[src/rtl/ahb_arb_pkg.sv]
// rtl/ahb_arb_pkg.sv - shared types and constants for the 2-master AHB arbiter
package ahb_arb_pkg;

   typedef enum logic [1:0] {
      PARK   = 2'd0,
      OWNED  = 2'd1,
      LOCKED = 2'd2
   } arb_state_t;

   typedef logic mst_idx_t;

   localparam logic [1:0] HTRANS_IDLE   = 2'b00;
   localparam logic [1:0] HTRANS_BUSY   = 2'b01;
   localparam logic [1:0] HTRANS_NONSEQ = 2'b10;
   localparam logic [1:0] HTRANS_SEQ    = 2'b11;

   function automatic logic xfer_active(input logic [1:0] t);
      case (t)
         HTRANS_IDLE, HTRANS_BUSY:  return 1'b0;
         HTRANS_NONSEQ, HTRANS_SEQ: return 1'b1;
         default:                   return 1'b0;
      endcase
   endfunction

   function automatic logic [1:0] onehot(input mst_idx_t m);
      return m ? 2'b10 : 2'b01;
   endfunction

endpackage

[src/rtl/ahb_arb_pick.sv]
// rtl/ahb_arb_pick.sv - combinational winner select for the 2-master arbiter
module ahb_arb_pick
   import ahb_arb_pkg::*;
#(
   parameter int RR_MODE        = 1,
   parameter int DEFAULT_MASTER = 0
) (
   input  logic [1:0] i_busreq,
   input  mst_idx_t   i_owner,
   input  mst_idx_t   i_last_owner,
   input  logic       i_owned,
   input  logic       i_hold_expired,
   output mst_idx_t   o_winner,
   output logic       o_any_req
);

   localparam mst_idx_t DEF_M = (DEFAULT_MASTER != 0);

   mst_idx_t w_other;

   always_comb begin
      w_other   = ~i_owner;
      o_any_req = |i_busreq;
      o_winner  = DEF_M;
      if (i_busreq == 2'b00)
         o_winner = DEF_M;
      else if (i_owned && i_busreq[i_owner] && !(i_hold_expired && i_busreq[w_other]))
         o_winner = i_owner;
      // Contention from PARK uses the priority rule; an expired owner always yields.
      else if (i_busreq == 2'b11 && !i_owned)
         o_winner = (RR_MODE != 0) ? ~i_last_owner : 1'b0;
      else if (i_busreq == 2'b11)
         o_winner = w_other;
      else
         o_winner = i_busreq[1];
   end

endmodule

[src/rtl/ahb_arbiter.sv]
// rtl/ahb_arbiter.sv - 2-master AHB bus arbiter with round-robin, locking and hold limit
module ahb_arbiter
   import ahb_arb_pkg::*;
#(
   parameter int RR_MODE        = 1,
   parameter int MAX_HOLD       = 8,
   parameter int DEFAULT_MASTER = 0
) (
   input  logic       hclk,
   input  logic       hreset,
   input  logic [1:0] hbusreq,
   input  logic [1:0] hlock,
   input  logic [1:0] htrans,
   input  logic       hready,
   output logic [1:0] hgrant,
   output logic       hmaster,
   output logic       hmaster_d,
   output logic       hmastlock
);

   localparam mst_idx_t   DEF_M    = (DEFAULT_MASTER != 0);
   localparam logic [7:0] HOLD_MAX = 8'(MAX_HOLD);

   arb_state_t r_state;
   logic [1:0] r_grant;
   mst_idx_t   r_master;
   mst_idx_t   r_master_d;
   mst_idx_t   r_last_owner;
   logic       r_mastlock;
   logic [7:0] r_hold_cnt;

   logic       w_accept;
   logic       w_lock_keep;
   logic       w_lock_start;
   logic       w_hold_expired;
   logic       w_any_req;
   mst_idx_t   w_winner;

   assign w_accept       = hready && xfer_active(htrans);
   assign w_lock_keep    = (r_state == LOCKED) && hlock[r_master];
   assign w_lock_start   = w_accept && (htrans == HTRANS_NONSEQ) && hlock[r_master];
   assign w_hold_expired = (r_hold_cnt >= HOLD_MAX);

   ahb_arb_pick #(
      .RR_MODE        (RR_MODE),
      .DEFAULT_MASTER (DEFAULT_MASTER)
   ) u_pick (
      .i_busreq       (hbusreq),
      .i_owner        (r_master),
      .i_last_owner   (r_last_owner),
      .i_owned        (r_state != PARK),
      .i_hold_expired (w_hold_expired),
      .o_winner       (w_winner),
      .o_any_req      (w_any_req)
   );

   always_ff @(posedge hclk) begin
      if (hreset) begin
         r_state      <= PARK;
         r_grant      <= onehot(DEF_M);
         r_master     <= DEF_M;
         r_master_d   <= DEF_M;
         r_last_owner <= ~DEF_M;
         r_mastlock   <= 1'b0;
         r_hold_cnt   <= 8'd0;
      end else if (hready) begin
         r_master_d <= r_master;
         // A locked sequence (new or ongoing) freezes ownership and bypasses the hold limit.
         if (w_lock_keep || w_lock_start) begin
            r_state    <= LOCKED;
            r_mastlock <= 1'b1;
            if (w_accept && r_hold_cnt < HOLD_MAX)
               r_hold_cnt <= r_hold_cnt + 8'd1;
         end else begin
            r_mastlock <= 1'b0;
            r_state    <= w_any_req ? OWNED : PARK;
            if (w_winner != r_master) begin
               r_grant      <= onehot(w_winner);
               r_master     <= w_winner;
               r_last_owner <= r_master;
               r_hold_cnt   <= 8'd0;
            end else if (w_accept && r_hold_cnt < HOLD_MAX) begin
               r_hold_cnt <= r_hold_cnt + 8'd1;
            end
         end
      end
   end

   assign hgrant    = r_grant;
   assign hmaster   = r_master;
   assign hmaster_d = r_master_d;
   assign hmastlock = r_mastlock;

endmodule
[config.mk]
export PLATFORM = sky130hd
export DESIGN_NAME = ahb_arbiter
export DESIGN_NICKNAME = d
export VERILOG_FILES = /design/src/rtl/ahb_arb_pkg.sv /design/src/rtl/ahb_arb_pick.sv /design/src/rtl/ahb_arbiter.sv
export SDC_FILE = /design/constraint.sdc
export NUM_CORES = 1
export LEC_CHECK = 0
export ABC_AREA = 0
export BUFFER_PORTS_ARGS = -buffer_cell sky130_fd_sc_hd__buf_4
export CELL_PAD_IN_SITES_DETAIL_PLACEMENT = 0
export CELL_PAD_IN_SITES_GLOBAL_PLACEMENT = 2
export CORE_MARGIN = 3
export CORE_UTILIZATION = 31
export DETAILED_ROUTE_END_ITERATION = 7
export GPL_TIMING_DRIVEN = 1
export PLACE_DENSITY_LB_ADDON = 0.1
export SLEW_MARGIN = 20
export SYNTH_ARGS = -nofsm -noshare
export SYNTH_HDL_FRONTEND = slang
export SYNTH_SLANG_ARGS = --single-unit
[constraint.sdc]
create_clock -name hclk -period 2.2 [get_ports hclk]
set_clock_uncertainty 0.1 [all_clocks]
set_input_delay 0 -clock hclk [delete_from_list [all_inputs] [get_ports hclk]]
set_output_delay 0 -clock hclk [all_outputs]
set_load 0.01 [all_outputs]
==> reports/qor.txt <==
Pins over their slew limit - 0
Worst hold-check path type - in2reg
Area growth syn-to-layout - 27.82%
Setup TNS Final - 0 ns
Worst r2r src - r_state[1]
Post-cts resize count - 0
DRC - 0
DRT Pass-1 Iters - 4
Post-Syn Area - 733.2 um2
Ratio of cells with drive above 1 in the final layout - 0.2475
Via density - 5.063
CTS tree - built
First-pass GRT wire length - 2932 um
Hold Fails Final Rpt - 0
Max-cap viol count - 0
Synth cell types - 32
ANT nets after route - 0
Synth Instances - 82
Mean Syn Cell Area - 8.942 um2
Vias in the first global route - 630
Critical Path RT - 2.26 ns
Reg clk slew, reported paths - 0.09 ns
Fin crit period - 1.687 ns
Critical-path maximum fanout - 7
Critical Path End Type - flop
# IOs - 14
Fin crit share - 0.7666
Static Leakage - 0.3569 nW
RSZ-0062 raised after global routing - false
TritonCTS Buffers - 3
Worst-Skew Late Latency - 0.29 ns
Cell Pwr Density - 602.1 nW/um2
Die Wd - 54.64 um
Fill cells - 215
Initial Util - 0.3488
Number of port buffers - 13
Gpl congestion - 0.7300
Max Fclk - 592.9 MHz
Fin nets - 113
Register bit total from synthesis - 14
Clk root buf - clkbuf_4
IR drop worst, VDD - 0.2268 mV
Worst Tran Pin Value - 0.4177 ns
Die H - 54.64 um
Post-synthesis sequential area ratio - 0.3823
Std-Cell Rows - 16
Total Power - 564.3 uW
Initial DRC Count - 8
Core box area - 2102 um2
Via count - 648
GRT overflow - 0
CTS Sinks - 14
Max_slew headroom - 0.7216
Final setup vio count - 0
Critical Path AT - 1.75 ns
Global router's overall resource usage - 0.1401
Commonest cells after routing, fill and taps aside - 14 x dfxtp_1, 14 x buf_4, 9 x inv_1, 9 x a211oi_1
Status - finished, final reports clean
Largest net degree at the start of global routing - 13
Post-DP HPWL - 1236 um
Worst Setup Start Kind - flop
DR WL/cell - 13.33 um
Syn nets - 93
Clock Path Buffers - 2
Initial antenna violation count - 0
N_diodes - 0
Hold Startpoint - hlock[1]
Final WL - 1706 um
DIE AREA - 2985 um2
CP Class - reg2reg
Setup crit start - r_state[1]
CTS H-tree lvls - 1
Synth Warn # - 0
worst paths after layout:
check | depth (start not counted) | to | slack, ns
setup reg to reg | 4 | r_hold_cnt[0] | 0.51
hold / removal | 4 | hgrant[0] | 0.13
setup / recovery | 4 | r_hold_cnt[0] | 0.51
hold reg to reg | 2 | r_hold_cnt[5] | 0.34
per-layer routing:
metal  vias to the layer above  routed length [um]  global-route usage
li1                        334                   -                   -
met1                       294                 876              0.2007
met2                        16                 708              0.1949
met3                         4                  97             0.02452
met4                         0                  24             0.07469
met5                         -                   0                   0
logic make-up after synthesis:
logic type,after synthesis,synth area share
buf+inv,13,0.07508
xor+xnor,2,0.02390
mux,2,0.02730
fa+ha+maj,2,0.03412
simple gates,22,0.1570
flops,14,0.3823
compound gates,27,0.3003
worst max-delay path, cell delays in order, from the launching register on:
cell and delay (ns):
dfxtp_1 0.36, or2_0 0.21, a31o_2 0.29, a311oi_4 0.46, a211oi_1 0.14
through the flow:
step           hold WS, ns  utilization  setup slack [ns]  instances  instance area [um2]
2_1_floorplan     -0.02786            -            0.6034         82                733.2
3_3_place_gp        0.1697       0.4048            0.5704        119                850.8
3_5_place_dp        0.1804       0.4048            0.5460        119                850.8
4_1_cts             0.1254       0.4458            0.5112        128                937.1
5_1_grt             0.1720       0.4458            0.4120        128                937.1
6_report            0.1260       0.4458            0.5134        128                937.1
timing repair:
action / in CTS / in global routing
hold buffers: 5 / 0
endpoints found under the hold margin: 13 / 0
buffers inserted: 0 / 0
synthesized netlist by cell type:
cell / number / area share
dfxtp_1: 14 / 0.38
a211oi_1: 9 / 0.092
inv_1: 9 / 0.046
nand2_1: 5 / 0.026
a21oi_1: 4 / 0.027
nor2_1: 4 / 0.020
nand3_1: 3 / 0.020
nand4_1: 3 / 0.026
a21bo_2: 2 / 0.027
a31oi_1: 2 / 0.017
buf_2: 2 / 0.014
ha_1: 2 / 0.034
mux2i_1: 2 / 0.027
o211ai_1: 2 / 0.020
o21a_1: 2 / 0.020
a21oi_2: 1 / 0.012
a311oi_1: 1 / 0.012
a311oi_4: 1 / 0.036
a31o_2: 1 / 0.012
and2_1: 1 / 0.0085
buf_4: 1 / 0.010
clkbuf_1: 1 / 0.0051
nand2b_1: 1 / 0.0085
nand3b_1: 1 / 0.010
nor3_1: 1 / 0.0068
nor3_2: 1 / 0.014
o21ba_2: 1 / 0.014
o31ai_1: 1 / 0.010
or2_0: 1 / 0.0085
or3_1: 1 / 0.0085
xnor2_1: 1 / 0.012
xor2_1: 1 / 0.012
sequential cells by signal, summed over array words and instances, names as in the netlist:
name          cells
r_hold_cnt        8
hgrant            2
r_state           2
hmaster_d         1
r_last_owner      1
final cells by class:
| type | count | area, um2 | area share |
|---|---|---|---|
| repair buffers | 19 | 155.1 | 0.1656 |
| inverters | 9 | 33.78 | 0.03605 |
| well taps | 27 | 33.78 | 0.03605 |
| clock buffers | 4 | 36.28 | 0.03872 |
| multi-input cells | 55 | 397.9 | 0.4246 |
| flip-flops and latches | 14 | 280.3 | 0.2991 |
where the power goes:
part	switching (mW)	internal, mW	total, mW	leakage, nW
clock network	0.0903	0.101	0.191	0.0210
registers	0.00849	0.263	0.272	0.114
logic	0.0539	0.0477	0.102	0.222
total	0.153	0.412	0.564	0.357
Power figures use the tool's default switching activity.
